<file path="src/rtl/mul_div_unit_pkg.sv">
`default_nettype none
// +----------------------------------------------------------------------+
// | mul_div_unit_pkg                                                     |
// | Shared types for the iterative RV32M multiply/divide unit: operation |
// | encoding, machine word type, step count and small decode helpers.    |
// | Revision: 1.0                                                        |
// +----------------------------------------------------------------------+
package mul_div_unit_pkg;

  // Number of radix-2 iterations for one operation
  localparam int MULDIV_STEPS = 32;

  typedef logic [31:0] word_t;

  // Encoding matches RV32M funct3 so the decoder can pass it straight through
  typedef enum logic [2:0] {
    MD_MUL    = 3'd0,
    MD_MULH   = 3'd1,
    MD_MULHSU = 3'd2,
    MD_MULHU  = 3'd3,
    MD_DIV    = 3'd4,
    MD_DIVU   = 3'd5,
    MD_REM    = 3'd6,
    MD_REMU   = 3'd7
  } muldiv_fn_t;

  function automatic logic is_div_fn(input muldiv_fn_t fn);
    return fn[2];
  endfunction

  // rs1 is treated as signed for mulh, mulhsu, div and rem
  function automatic logic signed_rs1(input muldiv_fn_t fn);
    return (fn == MD_MULH) || (fn == MD_MULHSU) || (fn == MD_DIV) || (fn == MD_REM);
  endfunction

  // rs2 is treated as signed for mulh, div and rem
  function automatic logic signed_rs2(input muldiv_fn_t fn);
    return (fn == MD_MULH) || (fn == MD_DIV) || (fn == MD_REM);
  endfunction

endpackage
`default_nettype wire

</file>
<file path="src/rtl/mul_div_unit_if.sv">
`default_nettype none
// +----------------------------------------------------------------------+
// | mul_div_unit_if                                                      |
// | Request/response bundle between the execute stage and the mul/div    |
// | unit. master = requester, slave = mul_div_unit.                      |
// | Revision: 1.0                                                        |
// +----------------------------------------------------------------------+
interface mul_div_unit_if
  import mul_div_unit_pkg::*;
#(
  parameter int WIDTH = 32
);
  logic             start;
  muldiv_fn_t       fn;
  logic [WIDTH-1:0] a;
  logic [WIDTH-1:0] b;
  logic             busy;
  logic             done;
  logic [WIDTH-1:0] r;

  modport master (output start, fn, a, b, input busy, done, r);
  modport slave  (input start, fn, a, b, output busy, done, r);
endinterface
`default_nettype wire

</file>
<file path="src/rtl/mul_div_unit.sv">
`default_nettype none
// +----------------------------------------------------------------------+
// | mul_div_unit                                                         |
// | Iterative RV32M multiply/divide: 32 shift-add or restoring-divide    |
// | steps on magnitudes, then one sign-fix cycle and a done pulse.       |
// | Divide-by-zero and signed overflow finish immediately.               |
// | Revision: 1.0                                                        |
// +----------------------------------------------------------------------+
module mul_div_unit
  import mul_div_unit_pkg::*;
#(
  parameter int WIDTH = 32
) (
  input  logic          clk,
  input  logic          reset,
  mul_div_unit_if.slave bus
);

  generate
    if (WIDTH != $bits(word_t)) begin : g_width_check
      $error("mul_div_unit: WIDTH must equal the width of word_t");
    end
  endgenerate

  localparam int               c_cnt_w     = $clog2(MULDIV_STEPS);
  localparam logic [c_cnt_w-1:0] c_last_step = c_cnt_w'(MULDIV_STEPS - 1);
  localparam logic [WIDTH-1:0] c_int_min   = {1'b1, {(WIDTH-1){1'b0}}};

  typedef enum logic [1:0] {
    S_IDLE = 2'd0,
    S_RUN  = 2'd1,
    S_FIX  = 2'd2,
    S_DONE = 2'd3
  } state_t;

  state_t             r_state;
  muldiv_fn_t         r_fn;
  logic               r_negate;
  logic [c_cnt_w-1:0] r_count;
  // Shared datapath: {r_hi,r_lo} is product or {remainder,quotient};
  // r_opnd is the multiplicand or the divisor.
  logic [WIDTH-1:0]   r_hi;
  logic [WIDTH-1:0]   r_lo;
  logic [WIDTH-1:0]   r_opnd;

  // Request decode
  logic             w_neg_a, w_neg_b, w_is_div, w_is_rem;
  logic [WIDTH-1:0] w_abs_a, w_abs_b;
  logic             w_div_zero, w_div_ovf;
  logic             w_negate;
  logic [WIDTH-1:0] w_special_r;

  assign w_neg_a    = signed_rs1(bus.fn) & bus.a[WIDTH-1];
  assign w_neg_b    = signed_rs2(bus.fn) & bus.b[WIDTH-1];
  assign w_abs_a    = w_neg_a ? -bus.a : bus.a;
  assign w_abs_b    = w_neg_b ? -bus.b : bus.b;
  assign w_is_div   = is_div_fn(bus.fn);
  assign w_is_rem   = (bus.fn == MD_REM) || (bus.fn == MD_REMU);
  assign w_div_zero = w_is_div && (bus.b == '0);
  assign w_div_ovf  = ((bus.fn == MD_DIV) || (bus.fn == MD_REM)) &&
                      (bus.a == c_int_min) && (bus.b == '1);

  // Which result needs negating after the magnitude computation
  always_comb begin
    w_negate = 1'b0;
    case (bus.fn)
      MD_MULH, MD_DIV:   w_negate = w_neg_a ^ w_neg_b;
      MD_MULHSU, MD_REM: w_negate = w_neg_a;
      default:           w_negate = 1'b0;
    endcase
  end

  // Immediate results for divide-by-zero and INT_MIN / -1
  always_comb begin
    w_special_r = '0;
    if (w_div_zero) begin
      w_special_r = w_is_rem ? bus.a : '1;
    end else begin
      w_special_r = w_is_rem ? '0 : c_int_min;
    end
  end

  // Multiply step: conditional add with carry, then shift {carry,hi,lo} right
  logic [WIDTH:0]   w_add, w_mul_acc;
  logic [WIDTH-1:0] w_mul_hi, w_mul_lo;
  assign w_add     = {1'b0, r_hi} + {1'b0, r_opnd};
  assign w_mul_acc = r_lo[0] ? w_add : {1'b0, r_hi};
  assign w_mul_hi  = w_mul_acc[WIDTH:1];
  assign w_mul_lo  = {w_mul_acc[0], r_lo[WIDTH-1:1]};

  // Divide step: shift {rem,quo} left, subtract divisor when it fits
  logic [WIDTH:0]   w_shift;
  logic             w_fits;
  logic [WIDTH-1:0] w_div_hi, w_div_lo;
  assign w_shift  = {r_hi, r_lo[WIDTH-1]};
  assign w_fits   = w_shift >= {1'b0, r_opnd};
  assign w_div_hi = w_fits ? (w_shift[WIDTH-1:0] - r_opnd) : w_shift[WIDTH-1:0];
  assign w_div_lo = {r_lo[WIDTH-2:0], w_fits};

  // Sign correction and half selection for the final result
  logic [2*WIDTH-1:0] w_prod, w_prod_fix;
  logic [WIDTH-1:0]   w_result;
  assign w_prod     = {r_hi, r_lo};
  assign w_prod_fix = r_negate ? -w_prod : w_prod;

  always_comb begin
    w_result = '0;
    case (r_fn)
      MD_MUL:                      w_result = w_prod_fix[WIDTH-1:0];
      MD_MULH, MD_MULHSU, MD_MULHU: w_result = w_prod_fix[2*WIDTH-1:WIDTH];
      MD_DIV, MD_DIVU:             w_result = r_negate ? -r_lo : r_lo;
      MD_REM, MD_REMU:             w_result = r_negate ? -r_hi : r_hi;
      default:                     w_result = '0;
    endcase
  end

  // Control FSM and datapath registers; busy/done/r are registered outputs
  always_ff @(posedge clk or posedge reset) begin
    if (reset) begin
      r_state  <= S_IDLE;
      r_fn     <= MD_MUL;
      r_negate <= 1'b0;
      r_count  <= '0;
      r_hi     <= '0;
      r_lo     <= '0;
      r_opnd   <= '0;
      bus.busy <= 1'b0;
      bus.done <= 1'b0;
      bus.r    <= '0;
    end else begin
      bus.done <= 1'b0;
      case (r_state)
        S_IDLE: begin
          if (bus.start) begin
            bus.busy <= 1'b1;
            r_fn     <= bus.fn;
            r_negate <= w_negate;
            r_count  <= '0;
            if (w_div_zero || w_div_ovf) begin
              bus.r    <= w_special_r;
              bus.done <= 1'b1;
              r_state  <= S_DONE;
            end else begin
              r_hi    <= '0;
              r_lo    <= w_is_div ? w_abs_a : w_abs_b;
              r_opnd  <= w_is_div ? w_abs_b : w_abs_a;
              r_state <= S_RUN;
            end
          end
        end
        S_RUN: begin
          if (is_div_fn(r_fn)) begin
            r_hi <= w_div_hi;
            r_lo <= w_div_lo;
          end else begin
            r_hi <= w_mul_hi;
            r_lo <= w_mul_lo;
          end
          r_count <= r_count + 1'b1;
          if (r_count == c_last_step) begin
            r_state <= S_FIX;
          end
        end
        S_FIX: begin
          bus.r    <= w_result;
          bus.done <= 1'b1;
          r_state  <= S_DONE;
        end
        S_DONE: begin
          bus.busy <= 1'b0;
          r_state  <= S_IDLE;
        end
        default: r_state <= S_IDLE;
      endcase
    end
  end

endmodule
`default_nettype wire

</file>
<file path="src/flat_wrapper.sv">
// flat-port wrapper written by rule: the top's interface ports become plain ports
module mul_div_unit_flat import mul_div_unit_pkg::*;
#(
  parameter int WIDTH = 32
)
  (clk, reset, bus_start, bus_fn, bus_a, bus_b, bus_busy, bus_done, bus_r);
  mul_div_unit_if #(.WIDTH(WIDTH)) bus_i ();
  input  logic clk;
  input  logic reset;
  input wire logic [$bits(bus_i.start)-1:0] bus_start;
  input wire logic [$bits(bus_i.fn)-1:0] bus_fn;
  input wire logic [$bits(bus_i.a)-1:0] bus_a;
  input wire logic [$bits(bus_i.b)-1:0] bus_b;
  output wire logic [$bits(bus_i.busy)-1:0] bus_busy;
  output wire logic [$bits(bus_i.done)-1:0] bus_done;
  output wire logic [$bits(bus_i.r)-1:0] bus_r;
  assign bus_i.start = bus_start;
  assign bus_i.fn = bus_fn;
  assign bus_i.a = bus_a;
  assign bus_i.b = bus_b;
  assign bus_busy = bus_i.busy;
  assign bus_done = bus_i.done;
  assign bus_r = bus_i.r;
  mul_div_unit #(.WIDTH(WIDTH)) u_core (.clk(clk), .reset(reset), .bus(bus_i));
endmodule
</file>
<file path="config.mk">
export PLATFORM = sky130hd
export DESIGN_NAME = mul_div_unit_flat
export DESIGN_NICKNAME = d
export VERILOG_FILES = /design/src/rtl/mul_div_unit_pkg.sv /design/src/rtl/mul_div_unit_if.sv /design/src/rtl/mul_div_unit.sv /design/src/flat_wrapper.sv
export SDC_FILE = /design/constraint.sdc
export NUM_CORES = 1
export LEC_CHECK = 0
export ABC_AREA = 1
export CAP_MARGIN = 20
export CORE_AREA = 2 2 207 209
export DETAILED_ROUTE_END_ITERATION = 8
export DIE_AREA = 0 0 209 211
export GPL_TIMING_DRIVEN = 0
export MAX_ROUTING_LAYER = met4
export SYNTH_ARGS = -nofsm -noshare
export SYNTH_HDL_FRONTEND = slang
export SYNTH_SLANG_ARGS = --single-unit
</file>
<file path="constraint.sdc">
create_clock -name clk -period 13.3 [get_ports clk]
set_input_delay 2.66 -clock clk [delete_from_list [all_inputs] [get_ports clk]]
set_output_delay 2.66 -clock clk [all_outputs]
set_load 0.1 [all_outputs]
</file>
==> results of run 1 <==
kinds of logic after synthesis:
group	count (synthesis)
simple gates	2065
buf+inv	520
xor+xnor	55
flops	141
fa+ha+maj	77
compound gates	503
routing by layer:
metal	routed length (µm)	vias up
met5	0	-
li1	-	11100
met2	39700	1590
met3	10400	331
met4	6400	0
met1	37500	11000
flip-flops by register name (all words and copies together) (netlist names):
name and count:
u_core.r_negate 1, u_core.r_opnd 32, u_core.r_hi 32, u_core.bus.r 32
u_core.bus.busy 1, u_core.r_fn 3, u_core.r_count 5, u_core.bus.done 1
u_core.r_lo 32, u_core.r_state 2
cell type report:
cell class | instances | area [µm²]
fill | 4484 | 20900
multi-input combinational | 2700 | 12900
timing repair buffer | 101 | 1030
tap | 539 | 674
sequential | 141 | 3530
clock inverter | 13 | 141
antenna | 3 | 7.51
buffer | 116 | 639
inverter | 404 | 1530
clock buffer | 18 | 429
power groups by stage:
stage               Sequential, mW  Combinational (mW)  Clock, mW
floorplan                     1.01                2.74          0
global placement             0.914                4.30          0
detailed placement           0.916                4.35          0
CTS                          0.910                4.38      0.486
global route                 0.933                4.91      0.504
finish                       0.931                4.55      0.490
through the flow:
step | cell area, µm² | util
4_1_cts | 20900 | 0.500
6_report | 20900 | 0.500
3_5_place_dp | 20300 | 0.486
3_3_place_gp | 20300 | 0.485
2_1_floorplan | 18600 | -
5_1_grt | 20900 | 0.500
synth_stat cells, types with 31 or more instances:
| cell type | instances |
|---|---|
| sky130_fd_sc_hd__o21ai_1 | 50 |
| sky130_fd_sc_hd__nand3_1 | 349 |
| sky130_fd_sc_hd__nor2_1 | 432 |
| sky130_fd_sc_hd__inv_1 | 385 |
| sky130_fd_sc_hd__ha_1 | 75 |
| sky130_fd_sc_hd__nand2_1 | 1109 |
| sky130_fd_sc_hd__nor2_2 | 31 |
| sky130_fd_sc_hd__xor2_1 | 44 |
| sky130_fd_sc_hd__clkbuf_1 | 57 |
| sky130_fd_sc_hd__nand4_1 | 47 |
| sky130_fd_sc_hd__dfrtp_1 | 141 |
| sky130_fd_sc_hd__o21ai_0 | 174 |
| sky130_fd_sc_hd__a21oi_1 | 208 |
worst min-delay path, delay by kind of cell, from the launching register on:
family	cells	cell delay [ps]
flip-flops	1	340
AND/OR/NAND/NOR	2	120
final timing paths:
kind	startpoint	to	slack (ps)	cells after the start
min	u_core.bus.r[21]	u_core.bus.r[21]	490	2
min in group asynchronous	reset	u_core.r_opnd[23]	2590	2
min reg2reg	u_core.bus.r[21]	u_core.bus.r[21]	490	2
max in group asynchronous	reset	u_core.bus.r[29]	9840	3
max reg2reg	u_core.r_lo[0]	u_core.bus.r[22]	9060	15
max	bus_b[0]	u_core.r_hi[27]	8130	13
cells in the final DEF (no fill, tap or decap), types with 22 or more instances in the layout:
cell type                         instances
sky130_fd_sc_hd__dfrtp_1                141
sky130_fd_sc_hd__nor2_2                  31
sky130_fd_sc_hd__o21ai_0                174
sky130_fd_sc_hd__inv_1                  384
sky130_fd_sc_hd__xor2_1                  44
sky130_fd_sc_hd__clkbuf_1                58
sky130_fd_sc_hd__ha_1                    75
sky130_fd_sc_hd__clkdlybuf4s50_1        100
sky130_fd_sc_hd__nor2_1                 432
sky130_fd_sc_hd__nand4_1                 47
sky130_fd_sc_hd__a21oi_1                208
sky130_fd_sc_hd__nand2_1               1109
sky130_fd_sc_hd__nor3_1                  29
sky130_fd_sc_hd__buf_2                   22
sky130_fd_sc_hd__o21ai_1                 50
sky130_fd_sc_hd__nand3_1                349
==> flow_summary.html, run 1 <==
<table>
<tr><th>Metric</th><th>Value</th></tr>
<tr><th colspan="2">Setup path</th></tr>
<tr><td>Endpoint kind of the worst setup timing path</td><td>register</td></tr>
<tr><td>Slowest stage delay, CP</td><td>620 ps</td></tr>
<tr><td>Kind of start point of the critical path</td><td>input pin</td></tr>
<tr><td>Critical path arrival</td><td>5570 ps</td></tr>
<tr><td>Crit path max fanout</td><td>10</td></tr>
<tr><td>Critical setup path kind</td><td>in2reg</td></tr>
<tr><td>CP max stage cell</td><td>sky130_fd_sc_hd__clkdlybuf4s50_1</td></tr>
<tr><td>Buf/Inv on CP</td><td>3</td></tr>
<tr><td>Crit path max-delay family</td><td>buffers and inverters</td></tr>
<tr><td>Req. time, crit path</td><td>around 14,000 ps</td></tr>
<tr><td>Chain of cells forming the critical path</td><td>clkdlybuf4s50_1 -&gt; inv_1 -&gt; ha_1 -&gt; nand3_4 -&gt; nor2_8 -&gt; nand2_1 -&gt; nor2_1 -&gt; nand2_2 -&gt; nand3_1 -&gt; a21oi_2 -&gt; buf_2 -&gt; nand3_1 -&gt; nand2_1</td></tr>
<tr><th colspan="2">Floorplanning</th></tr>
<tr><td>Top Ports</td><td>104</td></tr>
<tr><td>Core region area</td><td>between 40,000 and 50,000 µm²</td></tr>
<tr><td>Floorplan row count</td><td>75</td></tr>
<tr><td>Die W</td><td>approximately 210 µm</td></tr>
<tr><td>Floorplan die height</td><td>211 µm</td></tr>
<tr><td>Initial standard-cell utilization of the core</td><td>0.445</td></tr>
<tr><td>Area of the die</td><td>44,100 µm²</td></tr>
<tr><th colspan="2">Timing</th></tr>
<tr><td>Highest clock rate</td><td>~0.19 GHz</td></tr>
<tr><td>Sum of negative setup slack</td><td>0 ps</td></tr>
<tr><td>Final worst clock skew</td><td>12.7 ps</td></tr>
<tr><td>Post-layout min period</td><td>5170 ps</td></tr>
<tr><td>Final count of negative-setup-slack endpoints</td><td>0</td></tr>
<tr><td>Final count of pins violating max slew</td><td>0</td></tr>
<tr><td>Final Worst Setup Slack</td><td>a little over 8000 ps</td></tr>
<tr><td>Number of endpoints with negative hold slack in the final report</td><td>0</td></tr>
<tr><td>Slew Limit Headroom</td><td>0.279</td></tr>
<tr><td>Slew @ Worst Pin</td><td>1080 ps</td></tr>
<tr><td>Period utilisation layout</td><td>0.389</td></tr>
<tr><td>RSZ-0062 raised after global routing</td><td>false</td></tr>
<tr><td>Hold Worst Slack</td><td>485 ps</td></tr>
<tr><th colspan="2">Synth</th></tr>
<tr><td>Top FF cell, synth</td><td>sky130_fd_sc_hd__dfrtp_1</td></tr>
<tr><td>Area fraction in and, or, nand and nor cells after synthesis</td><td>0.470</td></tr>
<tr><td>Total standard cell area after synthesis</td><td>18,600 µm²</td></tr>
<tr><td>Netlist cell types</td><td>51</td></tr>
<tr><td>Fraction of synthesis flops using an asynchronous set or reset pin</td><td>1.00</td></tr>
<tr><td>Syn Inst Count</td><td>3,361</td></tr>
<tr><td>Synthesized-area fraction occupied by xor and xnor cells</td><td>0.0259</td></tr>
<tr><td>Number of enable flip-flop cells after synthesis</td><td>0</td></tr>
<tr><td>Synth top area share</td><td>0.224</td></tr>
<tr><td>Library cell with the largest summed area after synthesis</td><td>sky130_fd_sc_hd__nand2_1</td></tr>
<tr><td>Yosys warning total</td><td>0</td></tr>
<tr><td>Fraction of synthesized area in multiplexers</td><td>0</td></tr>
<tr><td>Synthesized area per cell</td><td>5.53 µm²</td></tr>
<tr><td>Number of storage elements in the synthesis netlist</td><td>141</td></tr>
<tr><td>Nets in the synthesized netlist</td><td>3,508</td></tr>
<tr><td>Sequential cell area fraction in the yosys report</td><td>0.190</td></tr>
<tr><td>Dominant combinational cell family by area after synthesis</td><td>simple AND/OR/NAND/NOR gates</td></tr>
<tr><td>Synth Area in Compound Gates</td><td>0.145</td></tr>
<tr><td>Most area-consuming cells after synthesis</td><td>sky130_fd_sc_hd__nand2_1 22%, sky130_fd_sc_hd__dfrtp_1 19%, sky130_fd_sc_hd__nand3_1 9.4%</td></tr>
<tr><td>Share of synthesized cell area in full adder, half adder and majority cells</td><td>0.0527</td></tr>
<tr><th colspan="2">Detailed routing</th></tr>
<tr><td>Average via count per standard cell</td><td>5.95</td></tr>
<tr><td>First-pass detailed-route iteration total</td><td>6</td></tr>
<tr><td>Number of DRC markers in iteration 0</td><td>3,034</td></tr>
<tr><td>DR WL/cell</td><td>23.3 µm</td></tr>
<tr><td>Detailed-route DRC error count</td><td>0</td></tr>
<tr><td>Number of antenna-violating nets in the routed design</td><td>0</td></tr>
<tr><td>Total via count after detailed routing</td><td>between 20,000 and 25,000</td></tr>
<tr><td>Total wirelength of the detailed-routed design</td><td>between 90,000 and 100,000 µm</td></tr>
<tr><th colspan="2">Power and ir drop</th></tr>
<tr><td>Leakage</td><td>10.6 nW</td></tr>
<tr><td>Net Sw Power</td><td>about 3.8 mW</td></tr>
<tr><td>Internal</td><td>approximately 2.1 mW</td></tr>
<tr><td>Clock share of power</td><td>0.082</td></tr>
<tr><td>Sequential Power Share</td><td>0.156</td></tr>
<tr><td>Worst IR Drop VDD</td><td>0.000300 V</td></tr>
<tr><td>Combinational group share of total power</td><td>0.762</td></tr>
<tr><td>Power density relative to cell area</td><td>between 200 and 300 nW/µm²</td></tr>
<tr><td>Post-layout total power</td><td>5.97 mW</td></tr>
<tr><td>Switching part of the total power</td><td>0.640</td></tr>
<tr><th colspan="2">GRT</th></tr>
<tr><td>Met2 global-route usage</td><td>0.648</td></tr>
<tr><td>Global routing met3 resource utilization</td><td>0.0865</td></tr>
<tr><td>Global-route track usage on met1</td><td>0.545</td></tr>
<tr><td>Global-route layer with the greatest usage</td><td>met2</td></tr>
<tr><td>Number of antenna violations at the first check in global routing</td><td>3</td></tr>
<tr><td>Pin count of the biggest net entering global routing</td><td>100</td></tr>
<tr><td>Number of global-route vias before repair</td><td>22,200</td></tr>
<tr><td>Overflow left after global routing</td><td>0</td></tr>
<tr><td>Overall fraction of global-route tracks in use</td><td>0.433</td></tr>
<tr><td>Global-route wire length before repair</td><td>137,000 µm</td></tr>
<tr><th colspan="2">Clocking</th></tr>
<tr><td>Root Buffer</td><td>sky130_fd_sc_hd__clkbuf_16</td></tr>
<tr><td>H-tree levels</td><td>4</td></tr>
<tr><td>Clock buffer depth</td><td>2</td></tr>
<tr><td>Post-CTS Setup Repair Bufs</td><td>0</td></tr>
<tr><td>Clock-pin slew of the registers on the worst-case setup and hold paths</td><td>70 ps</td></tr>
<tr><td>Clock tree from TritonCTS</td><td>done</td></tr>
<tr><td>Source-to-sink clock delay at the later pin of the worst-skew pair</td><td>470 ps</td></tr>
<tr><td>Clock sink total</td><td>141</td></tr>
<tr><td>Post-CTS Hold Buffers</td><td>0</td></tr>
<tr><td>Number of CTS-inserted buffers</td><td>17</td></tr>
<tr><td>Cts repair resizes</td><td>0</td></tr>
<tr><th colspan="2">Finish</th></tr>
<tr><td>Fraction of final layout cells with drive strength greater than 1</td><td>0.0504</td></tr>
<tr><td>Layout area overhead</td><td>12.3%</td></tr>
<tr><td>Number of cells in the finished layout apart from fillers</td><td>4,035</td></tr>
<tr><td>Nets</td><td>3,628</td></tr>
<tr><th colspan="2">Run</th></tr>
<tr><td>Max Cap Viol</td><td>0</td></tr>
<tr><th colspan="2">Worst hold path</th></tr>
<tr><td>Worst Hold Class</td><td>reg2reg</td></tr>
<tr><th colspan="2">Placement</th></tr>
<tr><td>Post-place setup slack</td><td>7830 ps</td></tr>
<tr><td>Placed wire-length estimate after detailed placement</td><td>around 78,000 µm</td></tr>
<tr><td>Quantity of I/O buffers inserted on ports</td><td>100</td></tr>
<tr><td>Number of cells in the design after placement</td><td>4,001</td></tr>
<tr><td>Gp weighted congestion</td><td>1.09</td></tr>
<tr><th colspan="2">Status</th></tr>
<tr><td>Run status</td><td>finished, final reports clean</td></tr>
</table>
(Power assumes the default switching activity.)
==> run 2, diff against run 1 <==
Clock period 13.3 ns to 4.5 ns, I/O delays scaled along.
==> run 2 against run 1 <==
Net effect:
- first-iteration DRC count decreased by 2.7%
- clock-buffer cell count fell by 1
- register-to-register slack worse by 8800 ps
- critical path depth rose by 2
- total power grew to 3.0 times the previous value
- clock skew increased by 3.5 ps
- wire length fell by 1.9%
==> flow_summary.html, run 2 (synthesis results as in run 1) <==
<table>
<tr><th>Metric</th><th>Value</th></tr>
<tr><th colspan="2">Detailed routing</th></tr>
<tr><td>Detailed-route DRC error count</td><td>0</td></tr>
<tr><td>Total via count after detailed routing</td><td>~24,000</td></tr>
<tr><td>Top layer reached by signal wires</td><td>met4</td></tr>
<tr><td>Average via count per standard cell</td><td>5.89</td></tr>
<tr><td>M1 wire length</td><td>37,100 µm</td></tr>
<tr><td>Total wirelength of the detailed-routed design</td><td>92,300 µm</td></tr>
<tr><td>DR WL/cell</td><td>22.9 µm</td></tr>
<tr><td>Routed met2 length</td><td>about 39,000 µm</td></tr>
<tr><td>First-pass detailed-route iteration total</td><td>6</td></tr>
<tr><td>Number of antenna-violating nets in the routed design</td><td>0</td></tr>
<tr><td>Number of DRC markers in iteration 0</td><td>slightly below 3,000</td></tr>
<tr><td>Length of routed met3 wiring</td><td>9950 µm</td></tr>
<tr><th colspan="2">Placement</th></tr>
<tr><td>Number of cells in the design after placement</td><td>4,003</td></tr>
<tr><td>Gp weighted congestion</td><td>1.12</td></tr>
<tr><td>Post-place setup slack</td><td>643 ps</td></tr>
<tr><td>Quantity of I/O buffers inserted on ports</td><td>100</td></tr>
<tr><td>Placed wire-length estimate after detailed placement</td><td>roughly 76,000 µm</td></tr>
<tr><td>DP Area</td><td>approximately 20,000 µm²</td></tr>
<tr><th colspan="2">Finish</th></tr>
<tr><td>Nets</td><td>3,630</td></tr>
<tr><td>Number of cells in the finished layout apart from fillers</td><td>4,037</td></tr>
<tr><td>Layout area overhead</td><td>12.6%</td></tr>
<tr><td>Fraction of final layout cells with drive strength greater than 1</td><td>0.0515</td></tr>
<tr><td>Leading cell type in the layout, fill and taps excluded</td><td>sky130_fd_sc_hd__nand2_1</td></tr>
<tr><td>Flip-flop and latch area</td><td>around 3500 µm²</td></tr>
<tr><td>Combined area of the multi-input logic cells</td><td>between 10,000 and 15,000 µm²</td></tr>
<tr><td>Most used cells in the layout excluding fill and tap cells</td><td>1,109 x sky130_fd_sc_hd__nand2_1, 432 x sky130_fd_sc_hd__nor2_1, 384 x sky130_fd_sc_hd__inv_1</td></tr>
<tr><td>Final non-filler cell area</td><td>20,900 µm²</td></tr>
<tr><td>Filler instances</td><td>4,629</td></tr>
<tr><td>Fraction of the core area covered by cells at the end of the flow</td><td>0.501</td></tr>
<tr><th colspan="2">GRT</th></tr>
<tr><td>Number of global-route vias before repair</td><td>between 20,000 and 25,000</td></tr>
<tr><td>Overflow left after global routing</td><td>0</td></tr>
<tr><td>Pin count of the biggest net entering global routing</td><td>44</td></tr>
<tr><td>Global-route wire length before repair</td><td>~140,000 µm</td></tr>
<tr><td>Overall fraction of global-route tracks in use</td><td>0.426</td></tr>
<tr><td>Number of antenna violations at the first check in global routing</td><td>2</td></tr>
<tr><th colspan="2">Power and ir drop</th></tr>
<tr><td>Leakage</td><td>about 11 nW</td></tr>
<tr><td>Switching part of the total power</td><td>0.643</td></tr>
<tr><td>Internal</td><td>6.29 mW</td></tr>
<tr><td>Worst IR Drop VDD</td><td>0.000752 V</td></tr>
<tr><td>Power density relative to cell area</td><td>843 nW/µm²</td></tr>
<tr><td>Net Sw Power</td><td>11.3 mW</td></tr>
<tr><td>Sequential Power Share</td><td>0.157</td></tr>
<tr><td>Clock share of power</td><td>0.085</td></tr>
<tr><td>Post-layout total power</td><td>~18 mW</td></tr>
<tr><td>Combinational group share of total power</td><td>0.759</td></tr>
<tr><th colspan="2">Setup path</th></tr>
<tr><td>Req. time, crit path</td><td>4860 ps</td></tr>
<tr><td>Cell seen most often among critical-path stages</td><td>sky130_fd_sc_hd__nand2_1</td></tr>
<tr><td>CP max stage cell</td><td>sky130_fd_sc_hd__o21ai_0</td></tr>
<tr><td>Crit path max fanout</td><td>10</td></tr>
<tr><td>Critical path arrival</td><td>4560 ps</td></tr>
<tr><td>Kind of start point of the critical path</td><td>register</td></tr>
<tr><td>Critical setup path kind</td><td>reg2reg</td></tr>
<tr><td>Slowest stage delay, CP</td><td>670 ps</td></tr>
<tr><td>Endpoint kind of the worst setup timing path</td><td>register</td></tr>
<tr><td>Chain of cells forming the critical path</td><td>inv_2 -&gt; clkbuf_1 -&gt; clkbuf_1 -&gt; ha_1 -&gt; nand2_1 -&gt; nor2_2 -&gt; nand3_1 -&gt; o21ai_0 -&gt; nand4_1 -&gt; nand3_1 -&gt; nand2_1 -&gt; nand2_1 -&gt; nand2_1 -&gt; nand2_1 -&gt; nand2_1</td></tr>
<tr><th colspan="2">Timing</th></tr>
<tr><td>Slew @ Worst Pin</td><td>1100 ps</td></tr>
<tr><td>Highest clock rate</td><td>0.238 GHz</td></tr>
<tr><td>Final worst clock skew</td><td>about 16 ps</td></tr>
<tr><td>Final Worst Setup Slack</td><td>293 ps</td></tr>
<tr><td>Number of endpoints with negative hold slack in the final report</td><td>0</td></tr>
<tr><td>Final count of pins violating max slew</td><td>0</td></tr>
<tr><td>Period utilisation layout</td><td>0.935</td></tr>
<tr><td>Final count of negative-setup-slack endpoints</td><td>0</td></tr>
<tr><td>Hold Worst Slack</td><td>486 ps</td></tr>
<tr><td>RSZ-0062 raised after global routing</td><td>false</td></tr>
<tr><td>Post-layout min period</td><td>4210 ps</td></tr>
<tr><td>Sum of negative setup slack</td><td>0 ps</td></tr>
<tr><td>Slew Limit Headroom</td><td>0.268</td></tr>
<tr><th colspan="2">Worst hold path</th></tr>
<tr><td>Worst Hold Class</td><td>reg2reg</td></tr>
<tr><th colspan="2">Clocking</th></tr>
<tr><td>Root Buffer</td><td>sky130_fd_sc_hd__clkbuf_16</td></tr>
<tr><td>Clock tree from TritonCTS</td><td>done</td></tr>
<tr><td>Cts repair resizes</td><td>0</td></tr>
<tr><td>Post-CTS Setup Repair Bufs</td><td>0</td></tr>
<tr><td>Post-CTS Hold Buffers</td><td>0</td></tr>
<tr><td>Number of CTS-inserted buffers</td><td>17</td></tr>
<tr><td>Clock buffer depth</td><td>2</td></tr>
<tr><td>Clock sink total</td><td>141</td></tr>
<tr><td>Clock-pin slew of the registers on the worst-case setup and hold paths</td><td>80 ps</td></tr>
<tr><td>H-tree levels</td><td>4</td></tr>
<tr><td>Source-to-sink clock delay at the later pin of the worst-skew pair</td><td>460 ps</td></tr>
<tr><th colspan="2">Floorplanning</th></tr>
<tr><td>Floorplan row count</td><td>75</td></tr>
<tr><td>Core region area</td><td>41,800 µm²</td></tr>
<tr><td>Floorplan die height</td><td>211 µm</td></tr>
<tr><td>Die W</td><td>209 µm</td></tr>
<tr><td>Top Ports</td><td>104</td></tr>
<tr><td>Area of the die</td><td>between 40,000 and 50,000 µm²</td></tr>
<tr><td>Initial standard-cell utilization of the core</td><td>0.445</td></tr>
<tr><th colspan="2">Status</th></tr>
<tr><td>Run status</td><td>finished, final reports clean</td></tr>
<tr><th colspan="2">Run</th></tr>
<tr><td>Max Cap Viol</td><td>0</td></tr>
</table>
[run 2: cell count changes in the layout (fill, tap and decap cells not counted), moves of 2 or more]
cell	change
sky130_fd_sc_hd__bufinv_16	-2
sky130_fd_sc_hd__clkinv_2	-4
sky130_fd_sc_hd__clkinv_8	+3
sky130_fd_sc_hd__inv_8	+7
sky130_fd_sc_hd__buf_12	+3
sky130_fd_sc_hd__inv_6	-3
[run 2: final cells by class]
class | instances | area share
clock inverter | 15 | 0.00855
multi-input combinational | 2700 | 0.616
clock buffer | 17 | 0.0203
buffer | 116 | 0.0305
sequential | 141 | 0.169
antenna | 2 | 0.000239
timing repair buffer | 103 | 0.0507
tap | 539 | 0.0322
inverter | 404 | 0.0731
[run 2: layer usage]
metal	track usage	up-vias
met3	0.0815	301
met5	-	-
met4	0.258	0
li1	-	11100
met2	0.627	1461
met1	0.542	10900
[run 2: worst max-delay path, delay by kind of cell (launching register included)]
kind	cells	cell delay (ps)
and+or+nand+nor	10	1460
buffers and inverters	3	1180
AOI/OAI and AO/OA	1	670
DFF	1	430
adders and majority gates	1	360
[run 2: path summary, 6_finish.rpt]
kind                                      to              from  slack, ps  cells past startpoint
setup / recovery            u_core.bus.r[22]    u_core.r_lo[0]        290                     15
hold / removal              u_core.bus.r[13]  u_core.bus.r[13]        490                      2
setup reg to reg            u_core.bus.r[22]    u_core.r_lo[0]        290                     15
hold reg to reg             u_core.bus.r[13]  u_core.bus.r[13]        490                      2
max in group asynchronous  u_core.r_opnd[26]             reset       2470                      5
min in group asynchronous   u_core.bus.r[29]             reset        830                      2
[run 2: power groups by stage]
stage               Combinational (mW)  Clock, mW  Sequential (mW)
detailed placement                12.8          0             2.72
global placement                  12.7          0             2.72
floorplan                         8.09          0             2.98
global route                      14.4       1.54             2.77
CTS                               12.9       1.49             2.71
finish                            13.4       1.49             2.76
